==> config.mk <==
export PLATFORM = sky130hd
export DESIGN_NAME = run_ctrl
export DESIGN_NICKNAME = d
export VERILOG_FILES = /design/src/rtl/run_ctrl_pkg.sv /design/src/rtl/sw_debounce.sv /design/src/rtl/run_ctrl.sv
export SDC_FILE = /design/constraint.sdc
export NUM_CORES = 1
export LEC_CHECK = 0
export ABC_CLOCK_PERIOD_IN_PS = 5200
export CORE_ASPECT_RATIO = 1.4
export CORE_MARGIN = 2
export CORE_UTILIZATION = 35
export CTS_CLUSTER_DIAMETER = 40
export DETAILED_ROUTE_END_ITERATION = 8
export PLACE_DENSITY = 0.57
export RECOVER_POWER = 25
export SLEW_MARGIN = 20
export SYNTH_ARGS = -nofsm -noshare
export SYNTH_HDL_FRONTEND = slang
export SYNTH_SLANG_ARGS = --single-unit
export TNS_END_PERCENT = 5
==> constraint.sdc <==
create_clock -name clk -period 5.2 [get_ports clk]
set_input_delay 1.56 -clock clk [delete_from_list [all_inputs] [get_ports clk]]
set_output_delay 1.56 -clock clk [all_outputs]
set_load 0.05 [all_outputs]
==> src/rtl/run_ctrl_pkg.sv <==
// Shared types for run_ctrl: run-state encoding, speed code and the speed-to-divisor shifts.
package run_ctrl_pkg;

  typedef enum logic [1:0] {
    ST_HOLD  = 2'd0,
    ST_PAUSE = 2'd1,
    ST_RUN   = 2'd2,
    ST_STEP  = 2'd3
  } run_state_t;

  typedef logic [1:0] speed_t;

  // Tick period is N >> shift, so speeds 0..3 divide N by 1, 2, 4, 16.
  localparam logic [2:0] SPEED_SHIFT [4] = '{3'd0, 3'd1, 3'd2, 3'd4};

  function automatic logic [31:0] tick_period(input logic [31:0] n, input speed_t s);
    return n >> SPEED_SHIFT[s];
  endfunction

endpackage

==> src/rtl/sw_debounce.sv <==
// Two-flop synchronizer followed by a debouncer; the output follows the input only after
// DB_CYCLES consecutive cycles of disagreement, so shorter glitches never propagate.
module sw_debounce #(
  parameter int DB_CYCLES = 1_000_000
) (
  input  logic clk,
  input  logic rst_n,
  input  logic i_raw,
  output logic o_db
);

  localparam int CW = (DB_CYCLES > 1) ? $clog2(DB_CYCLES) : 1;

  logic          r_s1;
  logic          r_s2;
  logic          r_db;
  logic [CW-1:0] r_cnt;

  always_ff @(posedge clk or negedge rst_n) begin
    if (!rst_n) begin
      r_s1  <= 1'b0;
      r_s2  <= 1'b0;
      r_db  <= 1'b0;
      r_cnt <= '0;
    end else begin
      r_s1 <= i_raw;
      r_s2 <= r_s1;
      if (r_s2 == r_db) begin
        r_cnt <= '0;
      end else if (r_cnt == CW'(DB_CYCLES - 1)) begin
        r_db  <= r_s2;
        r_cnt <= '0;
      end else begin
        r_cnt <= r_cnt + 1'b1;
      end
    end
  end

  assign o_db = r_db;

endmodule

==> src/rtl/run_ctrl.sv <==
// CPU run/pause/step controller from debounced panel switches; cpu_en is a registered one-cycle enable.
// RUN_CTRL_STEP_EN adds the single-step button and STEP state; without it btn_step is ignored.
module run_ctrl
  import run_ctrl_pkg::*;
#(
  parameter int N         = 10_000_000,
  parameter int DB_CYCLES = 1_000_000,
  parameter int ADDR_BITS = 12
) (
  input  logic                 clk,
  input  logic                 rst_n,
  input  logic [15:0]          sw,
  input  logic                 btn_step,
  output logic                 cpu_en,
  output logic                 cpu_rst,
  output logic [1:0]           speed,
  output logic [1:0]           run_state,
  output logic [2:0]           display_op,
  output logic [ADDR_BITS-3:0] ram_display_addr
);

  localparam int DBW   = ADDR_BITS + 4;
  localparam int CNT_W = (N > 1) ? $clog2(N) : 1;

  logic [DBW-1:0]       w_db;
  logic                 w_step_db;
  logic                 w_go;
  logic                 w_hold;
  logic                 w_spd_rise;
  logic                 w_step_rise;
  logic                 w_term;
  logic                 w_unused;
  logic [31:0]          w_period;

  run_state_t           r_state;
  speed_t               r_speed;
  logic [CNT_W-1:0]     r_cnt;
  logic                 r_cpu_en;
  logic                 r_cpu_rst;
  logic                 r_spd_q;
  logic                 r_step_q;
  logic [2:0]           r_op;
  logic [ADDR_BITS-3:0] r_addr;

  for (genvar gi = 0; gi < DBW; gi++) begin : g_sw_db
    sw_debounce #(.DB_CYCLES(DB_CYCLES)) u_db (
      .clk   (clk),
      .rst_n (rst_n),
      .i_raw (sw[gi]),
      .o_db  (w_db[gi])
    );
  end

`ifdef RUN_CTRL_STEP_EN
  sw_debounce #(.DB_CYCLES(DB_CYCLES)) u_step_db (
    .clk   (clk),
    .rst_n (rst_n),
    .i_raw (btn_step),
    .o_db  (w_step_db)
  );
`else
  assign w_step_db = 1'b0;
`endif

  assign w_unused    = &{1'b0, btn_step, sw};
  assign w_go        = w_db[0];
  assign w_hold      = w_db[1];
  assign w_spd_rise  = w_db[2] & ~r_spd_q;
  assign w_step_rise = w_step_db & ~r_step_q;
  assign w_period    = tick_period(32'(N), r_speed);
  assign w_term      = (r_cnt == CNT_W'(w_period - 32'd1));

  always_ff @(posedge clk or negedge rst_n) begin
    if (!rst_n) begin
      r_state   <= ST_HOLD;
      r_cpu_rst <= 1'b1;
      r_cpu_en  <= 1'b0;
      r_speed   <= '0;
      r_cnt     <= '0;
      r_spd_q   <= 1'b0;
      r_step_q  <= 1'b0;
    end else begin
      r_spd_q  <= w_db[2];
      r_step_q <= w_step_db;
      r_cpu_en <= 1'b0;
      if (w_spd_rise) r_speed <= r_speed + 2'd1;
      if (w_hold) begin
        r_state   <= ST_HOLD;
        r_cpu_rst <= 1'b1;
        r_cnt     <= '0;
      end else begin
        r_cpu_rst <= 1'b0;
        case (r_state)
          ST_HOLD: begin
            r_cnt   <= '0;
            r_state <= w_go ? ST_RUN : ST_PAUSE;
          end
          ST_PAUSE: begin
            if (w_go) begin
              r_state <= ST_RUN;
            end else if (w_step_rise) begin
              r_state  <= ST_STEP;
              r_cpu_en <= 1'b1;
            end
          end
          // Losing go in the terminal cycle leaves the count parked and drops that tick.
          ST_RUN: begin
            if (!w_go) begin
              r_state <= ST_PAUSE;
            end else if (w_term && !w_spd_rise) begin
              r_cnt    <= '0;
              r_cpu_en <= 1'b1;
            end else begin
              r_cnt <= r_cnt + 1'b1;
            end
          end
          ST_STEP: r_state <= ST_PAUSE;
          default: r_state <= ST_HOLD;
        endcase
        // A speed change restarts the period and overrides any count update above.
        if (w_spd_rise) r_cnt <= '0;
      end
    end
  end

  always_ff @(posedge clk or negedge rst_n) begin
    if (!rst_n) begin
      r_op   <= '0;
      r_addr <= '0;
    end else begin
      r_op   <= w_db[5:3];
      r_addr <= w_db[ADDR_BITS+3:6];
    end
  end

  assign cpu_en           = r_cpu_en;
  assign cpu_rst          = r_cpu_rst;
  assign speed            = r_speed;
  assign run_state        = r_state;
  assign display_op       = r_op;
  assign ram_display_addr = r_addr;

endmodule

== Yosys cells after proc, flatten, opt, wreduce, memory -nomap -nowiden ==
Index checks and enable logic that the tools add are counted.
Operators by class
  order comparisons: 1
  divide/modulo/power cells: 0
  $mul: 0
  reduce and logical (&&, ||, !) cells: 22
  equality and inequality tests: 39
  shift-type cells: 1
  mux-type cells: 50
  bitwise logic cells: 19
  add/sub/neg operators: 19
Operator list (number)
  $mux W20: 32
  $add A20 B1 Y20 const B: 16
  $eq A20 B20 Y1 const B: 16
  $mux W24: 4
  $pmux W24 S2: 1
  $reduce_and A2 Y1: 18
  $add A24 B1 Y24 const B: 1
  $eq A24 B24 Y1: 1
  $shr A24 B3 Y24 const A: 1
  $sub A24 B1 Y24 const B: 1
  $not A1 Y1: 17
  $eq A1 B1 Y1: 16
  $mux W2: 4
  $pmux W2 S4: 1
  $bmux W3 S2: 1
  $mux W3: 2
  $mux W1: 5
  $eq A2 B2 Y1 const B: 2
  $ne A4 B2 Y1 const B: 1
  $reduce_bool A4 Y1: 1
  $ge A3 B3 Y1 const B: 1
  $ne A3 B1 Y1 const B: 1
  $ne A3 B2 Y1 const B: 1
  $not A2 Y3: 1
  other kinds (6): 6
Storage, ports and cells
  bits in latches: 0
  memories kept: 0
  ROM bits: 0
  logic and storage cells: 223
  flip-flop bits (word level): 412
  output and inout port bits: 19
  RAM bits: 0

== Longest topological paths before layout ==
Gate-level depths: netlist (run 1).
  depth in word-level cells: 13
  gate-level depth with buffers: 13
  depth with buffers taken out: 11

== By module ==
A second synthesis (run 1) with hierarchy kept.
Second synthesis, totals
  cells, all modules: 1983
  area total of the unflattened synthesis: 20373.3 um^2
Modules (own cells, without submodules)
  sw_debounce: area each 1114.8 um^2, cells each 108, instances 16
  run_ctrl: area each 2536.2 um^2, cells each 255, instances 1

== Least setup slack after synthesis (run 1) ==
No wires, ideal clock.
  kind: reg-to-reg
  start: register r_speed[0] (netlist: speed[0])
  end: register r_cnt[7]
  setup time: 124 ps
  period minus slack after synthesis: 3202 ps
  cell stages (with the launch flop): 11
  data arrival time: 3078 ps
  setup slack: 1998 ps
  cells stage by stage: dfrtp_1 > inv_1 > ha_1 > or3b_1 > a32oi_1 > mux2_2 > nor4_4 > a31oi_4 > buf_6 > nor3b_1 > a211o_1
On the way
  word-level cells in the longest chain between the ends: 13
Ends and longest elaborated chain
  start: declaration: RTL line run_ctrl.sv:36  | speed_t r_speed;
  start signal: assignment: RTL line run_ctrl.sv:86  | if (w_spd_rise) r_speed <= r_speed + 2'd1;
  $not A2 Y3 (not written as such): RTL line run_ctrl_pkg.sv:17  | return n >> SPEED_SHIFT[s];
  $bmux W3 S2: RTL line run_ctrl_pkg.sv:17
  $mux W3 (not written as such) (2 in series): RTL line run_ctrl_pkg.sv:17
  $shr A24 B3 Y24: RTL line run_ctrl_pkg.sv:17
  $sub A24 B1 Y24: RTL line run_ctrl.sv:71  | assign w_term = (r_cnt == CNT_W'(w_period - 32'd1));
  $eq A24 B24 Y1: RTL line run_ctrl.sv:71
  $logic_and A1 B1 Y1: RTL line run_ctrl.sv:110  | end else if (w_term && !w_spd_rise) begin
  $mux W24: RTL line run_ctrl.sv:110
  $mux W24: RTL line run_ctrl.sv:108  | if (!w_go) begin
  $pmux W24 S2: RTL line run_ctrl.sv:93  | case (r_state)
  $mux W24: RTL line run_ctrl.sv:121  | if (w_spd_rise) r_cnt <= '0;
  $mux W24: RTL line run_ctrl.sv:87  | if (w_hold) begin
  end signal: assignment: RTL line run_ctrl.sv:114  | r_cnt <= r_cnt + 1'b1;
  end: declaration: RTL line run_ctrl.sv:37  | logic [CNT_W-1:0] r_cnt;
No other way between the ends. The select of a mux whose other input is x is not followed.
A chain may end at the register's enable or synchronous reset.

==> run_results.csv, run 1 <==
group,metric,value,unit
sta,maxSlewViolCount,111,
route,wl,34900,um
power,p_per_area,334,nW/um^2
setup_path,critPathSlowestCell,"clkbuf_2",
sta,fmax,265,MHz
clock_network,cts.reportedPaths.clkPinSlew,0.06,ns
synth,ys_async_sr_fraction,100,%
layout,final_common_cell,"dfrtp_1",
synth,syn_avg_cell_area,9.95,um^2
layout,layout_common_cells,"dfrtp_1 (411), nor2_1 (396), xor2_1 (172)",
clock_network,cts_tree,"yes",
setup_path,cpPeakStageDelay,2.05,ns
route,wire_per_inst,12.8,um
layout,stdcell_area,22100,um^2
place,pre_cts_ws,1.64,ns
setup_path,critPathArrivalTime,3.76,ns
sta,finalCriticalPeriod,3.77,ns
power,p_total,7.39,mW
power,p_leak,9.35,nW
status,failed_checks,"max-capacitance violations, max-slew violations",
power,internal-power,5.70,mW
layout,nets,2010,
global_routing,grt.overflow.total,0,
sta,skew,0.0193,ns
sta,slew_headroom,-103,%
floorplan,coreArea,54000,um^2
layout,multi_input_area,8370,um^2
power,ir_drop,0.280,mV
sta,setup_slack,1.43,ns
global_routing,grt_max_degree,114,
floorplan,die_y,280,um
power,pwr-share-clk,53.0,%
sta,period_share,72.6,%
place,post-place-cells,2631,
route,drtPass1Iterations,5,
clock_network,cts_max_path_buffers,3,
clock_network,cts-root-buf,"clkbuf_16",
floorplan,ioPinCount,38,
synth,ys.flop_type,"dfrtp_1",
layout,num-fill-cells,5227,
clock_network,cts-resized-gates,0,
floorplan,num_rows,101,
power,switching_share,22.8,%
setup_path,crit_path_start_kind,"input pin",
layout,area_delta_synth_final,16.4,%
synth,synth_fp_nets,1953,
flow_run,drv_cap,1,
clock_network,htreeDepth,2,
synth,synth_cells,1908,
route,avgViaCountPerCell,4.85,
min_path,hold_class,"flop to flop",
synth,synth_cell_types,54,
sta,hold_ws,0.347,ns
clock_network,cts_made_buffers,53,
clock_network,clock_sinks,412,
layout,finalNonFillerCells,2731,
clock_network,post_cts_buffers,0,
layout,antenna_cells,0,
status,status,"finished with violations",
sta,worstMarginPinSlew,3.04,ns
synth,synthesis.area,19000,um^2
setup_path,path_class,"input pin to asynchronous set/reset pin",
layout,final_layout_size_suffix_gt1_share,7.31,%
global_routing,grt_pass1_vias,13614,
floorplan,fp.dieArea,56100,um^2
route,vias,13247,
setup_path,path_max_fanout,113,
setup_path,path_buf_inv,1,
power,combinationalPowerShare,2.5,%
place,hpwl,22800,um
synth,ys_seq_area_share,54.3,%
sta,finalSetupViolCount,0,
sta,rsz0062_at_grt,"false",
setup_path,end_kind,"asynchronous set/reset pin",
floorplan,initial_core_util,35.2,%
place,placed_area,20200,um^2
route,first_iter_violations,633,
layout,utilization,40.9,%
layout,seqCellArea,10300,um^2
synth,synth_edf_count,0,
power,power.share.sequential,44.5,%
global_routing,grt_use_total,12.8,%
sta,hold_violations,0,
clock_network,hold_buffers,0,
route,drt.antenna.violating_nets,0,
setup_path,crit_family,"buffers and inverters",
floorplan,die_x,201,um
setup_path,critPathRequiredTime,5.19,ns
global_routing,antenna_found_initial,0,
route,drc,0,
place,numPortBuffers,36,
power,p_switching,1.68,mW
synth,synth-warning-count,0,
place,gp_congestion,0.794,
clock_network,clk_latency,0.58,ns
setup_path,crit_chain,"clkbuf_2",
sta,tns,0,ns
synth,ys_ff_latch,412,
global_routing,grt_first_pass_wirelength,62400,um
-- kinds of logic after synthesis --
family,synth area share (%)
AO/OA/AOI/OAI,3.23
XOR/XNOR,13.6
adder cells (fa/ha/maj),1.71
buffers and inverters,1.62
flip-flops,54.3
multiplexers,1.06
AND/OR/NAND/NOR,24.4
-- layer usage --
| layer | share of wire (%) | global-route usage, % | vias to the layer above | wire (um) |
|---|---|---|---|---|
| met2 | 51 | 23.6 | 139 | 17800 |
| met1 | 44 | 15.2 | 6496 | 15200 |
| li1 | - | - | 6545 | - |
| met3 | 2.9 | 2.06 | 67 | 1020 |
| met5 | 0 | 0 | - | 0 |
| met4 | 2.6 | 4.48 | 0 | 904 |
-- registers in the layout, summed over array words and instances (netlist names), 3 cells and up --
name,count
display_op,3
g_sw_db.u_db.o_db,16
g_sw_db.u_db.r_cnt,320
g_sw_db.u_db.r_s1,16
g_sw_db.u_db.r_s2,16
r_cnt,24
ram_display_addr,10
-- power groups by stage --
stage | combinational, mW | clock [mW] | sequential [mW]
6_report | 0.183 | 3.92 | 3.28
5_1_grt | 0.220 | 4.18 | 3.29
4_1_cts | 0.197 | 4.05 | 3.28
3_5_place_dp | 0.196 | 0 | 3.34
3_3_place_gp | 0.192 | 0 | 3.34
2_1_floorplan | 0.0905 | 0 | 3.34
-- cells in the mapped netlist, types with 3 or more instances --
master,number,share of area (%)
nand4_1,36,1.2
and2_1,3,0.099
nand3_1,156,4.1
inv_1,36,0.71
a31oi_1,22,0.73
nor4b_1,13,0.60
buf_2,5,0.13
clkbuf_1,33,0.65
nor3_1,34,0.90
or3_1,27,0.89
mux2_2,17,1.0
nor4_1,31,1.0
nor2b_1,10,0.33
nor3b_1,6,0.24
nand2_1,152,3.0
or2_2,18,0.59
dfrtp_1,411,54
nor4bb_1,5,0.26
ha_1,26,1.7
nand3b_1,9,0.36
xnor2_1,121,5.6
o21ai_0,31,0.82
and3_1,55,1.8
nor2_1,396,7.8
and4_1,8,0.37
xor2_1,172,7.9
buf_1,3,0.059
a21oi_1,34,0.90
nand2b_1,8,0.26
-- path summary, 6_finish.rpt --
path / cells after the start / startpoint / end / slack, ns
setup reg to reg: 11 / speed[0] / r_cnt[5] / 1.60
hold / removal: 0 / g_sw_db[1].u_db.r_s1 / g_sw_db[1].u_db.r_s2 / 0.35
hold reg to reg: 0 / g_sw_db[1].u_db.r_s1 / g_sw_db[1].u_db.r_s2 / 0.35
max in group clk: 11 / speed[0] / r_cnt[5] / 1.60
setup / recovery: 1 / rst_n / g_sw_db[4].u_db.r_cnt[11] / 1.43
min in group asynchronous: 1 / rst_n / g_sw_db[15].u_db.r_s1 / 1.92
-- layout make-up --
cell class,instances,share of cell area [%]
clock buffers,63,6.59
clock inverters,37,2.14
inverters,36,0.612
multi-input cells,1418,37.9
repair buffers,44,2.05
well taps,721,4.08
flip-flops and latches,412,46.7
Power figures use the tool's default switching activity.
==> run 2, diff against run 1 <==
Settings changed: ABC_CLOCK_PERIOD_IN_PS 5200 to 3800.
Clock period 5.2 ns to 3.8 ns, I/O delays scaled along.
==> run_results.csv, run 2 (synthesized netlist as in run 1, its figures left out) <==
group,metric,value,unit
status,status,"finished with violations",
status,failed_checks,"max-capacitance violations, max-slew violations",
route,first_iter_violations,561,
global_routing,grt_first_pass_wirelength,63000,um
sta,hold_violations,0,
power,switching_share,23.0,%
power,power.share.sequential,45.1,%
route,drtPass1Iterations,4,
clock_network,cts-root-buf,"clkbuf_16",
sta,tns,0,ns
clock_network,cts_tree,"yes",
clock_network,hold_buffers,0,
sta,setup_slack,0.576,ns
floorplan,num_rows,101,
place,pre_cts_ws,0.595,ns
power,internal-power,7.67,mW
clock_network,cts.reportedPaths.clkPinSlew,0.06,ns
power,p_switching,2.29,mW
place,placed_area,20300,um^2
sta,finalCriticalPeriod,3.22,ns
global_routing,grt_pass1_vias,13819,
layout,regMostFlops,"g_sw_db.u_db.r_cnt",
layout,antenna_cells,0,
setup_path,crit_path_start_kind,"flop",
global_routing,grt.overflow.total,0,
setup_path,path_max_fanout,30,
layout,top_regs,"g_sw_db.u_db.r_cnt: 320 flops, r_cnt: 24 flops",
floorplan,fp.dieArea,56100,um^2
power,combinationalPowerShare,2.6,%
power,pwr-share-clk,52.3,%
route,avgViaCountPerCell,4.85,
layout,largest_register_ffs,320,
setup_path,cpPeakStageDelay,0.44,ns
route,vias,13286,
sta,skew,0.0227,ns
layout,final_layout_size_suffix_gt1_share,7.29,%
floorplan,ioPinCount,38,
place,gp_congestion,0.821,
sta,slew_headroom,-74.7,%
setup_path,critPathArrivalTime,3.73,ns
setup_path,path_class,"flop to flop",
floorplan,coreArea,54000,um^2
clock_network,cts_made_buffers,56,
clock_network,clock_sinks,412,
floorplan,die_x,201,um
clock_network,cts-resized-gates,0,
sta,period_share,84.8,%
flow_run,drv_cap,1,
sta,finalSetupViolCount,0,
sta,rsz0062_at_grt,"false",
power,p_per_area,451,nW/um^2
route,drt.antenna.violating_nets,0,
sta,worstMarginPinSlew,2.62,ns
sta,maxSlewViolCount,87,
global_routing,antenna_found_initial,0,
layout,final_common_cell,"dfrtp_1",
layout,stdcell_area,22100,um^2
setup_path,ff2ff_path_depth,12,
sta,fmax,310,MHz
clock_network,clk_latency,0.60,ns
layout,layout_common_cells,"dfrtp_1 (411), nor2_1 (396), xor2_1 (172)",
power,p_leak,9.36,nW
route,wire_per_inst,12.9,um
clock_network,post_cts_buffers,0,
setup_path,crit_chain,"inv_1 > ha_1 > nand3_1 > ha_1 > xor2_1 > nor2_1 > a311oi_1 > nor2_1 > a31oi_4 > buf_12 > o21ai_0 > a31oi_1",
power,ir_drop,0.289,mV
floorplan,initial_core_util,35.2,%
setup_path,critPathSlowestCell,"dfrtp_1",
floorplan,die_y,280,um
power,p_total,9.96,mW
layout,area_delta_synth_final,16.5,%
global_routing,grt_max_degree,93,
place,numPortBuffers,36,
clock_network,cts_max_path_buffers,3,
route,drc,0,
route,wl,35200,um
clock_network,htreeDepth,2,
min_path,hold_depth,0,
setup_path,critPathRequiredTime,4.31,ns
min_path,hold_class,"flop to flop",
global_routing,grt_use_total,13.0,%
layout,nets,2017,
setup_path,end_kind,"flop",
place,hpwl,23300,um
==> run 2: changes by cell type in the layout (fill, tap and decap cells not counted), moves of 3 or more <==
cell	previous run	this run
clkinvlp_4	8	4
clkinv_4	3	7
clkinv_2	2	8
buf_4	5	2
clkbuf_1	3	10
buf_12	3	7
inv_6	12	9
==> run 2: routing by layer <==
metal / up-vias / track usage [%] / part of all wire [%]
met2: 137 / 23.3 / 50
met4: 0 / 5.39 / 3.2
met1: 6497 / 15.1 / 44
li1: 6571 / - / -
met3: 81 / 2.57 / 3.5
met5: - / 0 / 0
==> run 2: worst paths after layout <==
kind | endpoint | slack [ns] | startpoint
setup / recovery | r_cnt[16] | 0.58 | speed[0]
max in group asynchronous | g_sw_db[5].u_db.r_cnt[1] | 0.90 | rst_n
hold reg to reg | g_sw_db[12].u_db.r_s2 | 0.35 | g_sw_db[12].u_db.r_s1
setup reg to reg | r_cnt[16] | 0.58 | speed[0]
min in group asynchronous | g_sw_db[15].u_db.r_s1 | 1.35 | rst_n
hold / removal | g_sw_db[12].u_db.r_s2 | 0.35 | g_sw_db[12].u_db.r_s1
==> run 2: layout make-up <==
cell class | instances | area (um^2)
tap | 721 | 902
clock inverter | 36 | 399
clock buffer | 66 | 1470
sequential | 412 | 10300
inverter | 36 | 135
timing repair buffer | 48 | 522
fill | 5207 | 31900
multi-input combinational | 1418 | 8370
==> run 2: critical path, delay by kind of cell, from the launching register on <==
kind                     cells  cell delay [ns]
buffers and inverters        2             0.42
XOR/XNOR                     1             0.24
adder cells (fa/ha/maj)      2             0.63
flip-flops                   1             0.44
AND/OR/NAND/NOR              3             0.35
AO/OA/AOI/OAI                4             1.06
==> run 2: power by group through the flow <==
stage | Combinational (mW) | Clock (mW) | Sequential (mW)
final | 0.258 | 5.21 | 4.50
after detailed placement | 0.275 | 0 | 4.57
after floorplan | 0.124 | 0 | 4.56
after CTS | 0.277 | 5.39 | 4.50
after global routing | 0.308 | 5.59 | 4.50
after global placement | 0.269 | 0 | 4.57
==> run 2: per-stage QoR <==
| stage | instances | hold slack (ns) | utilization [%] |
|---|---|---|---|
| detailed placement | 2635 | 0.335 | 37.5 |
| floorplan | 1908 | 0.331 | - |
| global route | 2737 | 0.352 | 41.0 |
| CTS | 2737 | 0.348 | 41.0 |
| global placement | 2635 | 0.332 | 37.5 |
| finish | 2737 | 0.346 | 41.0 |
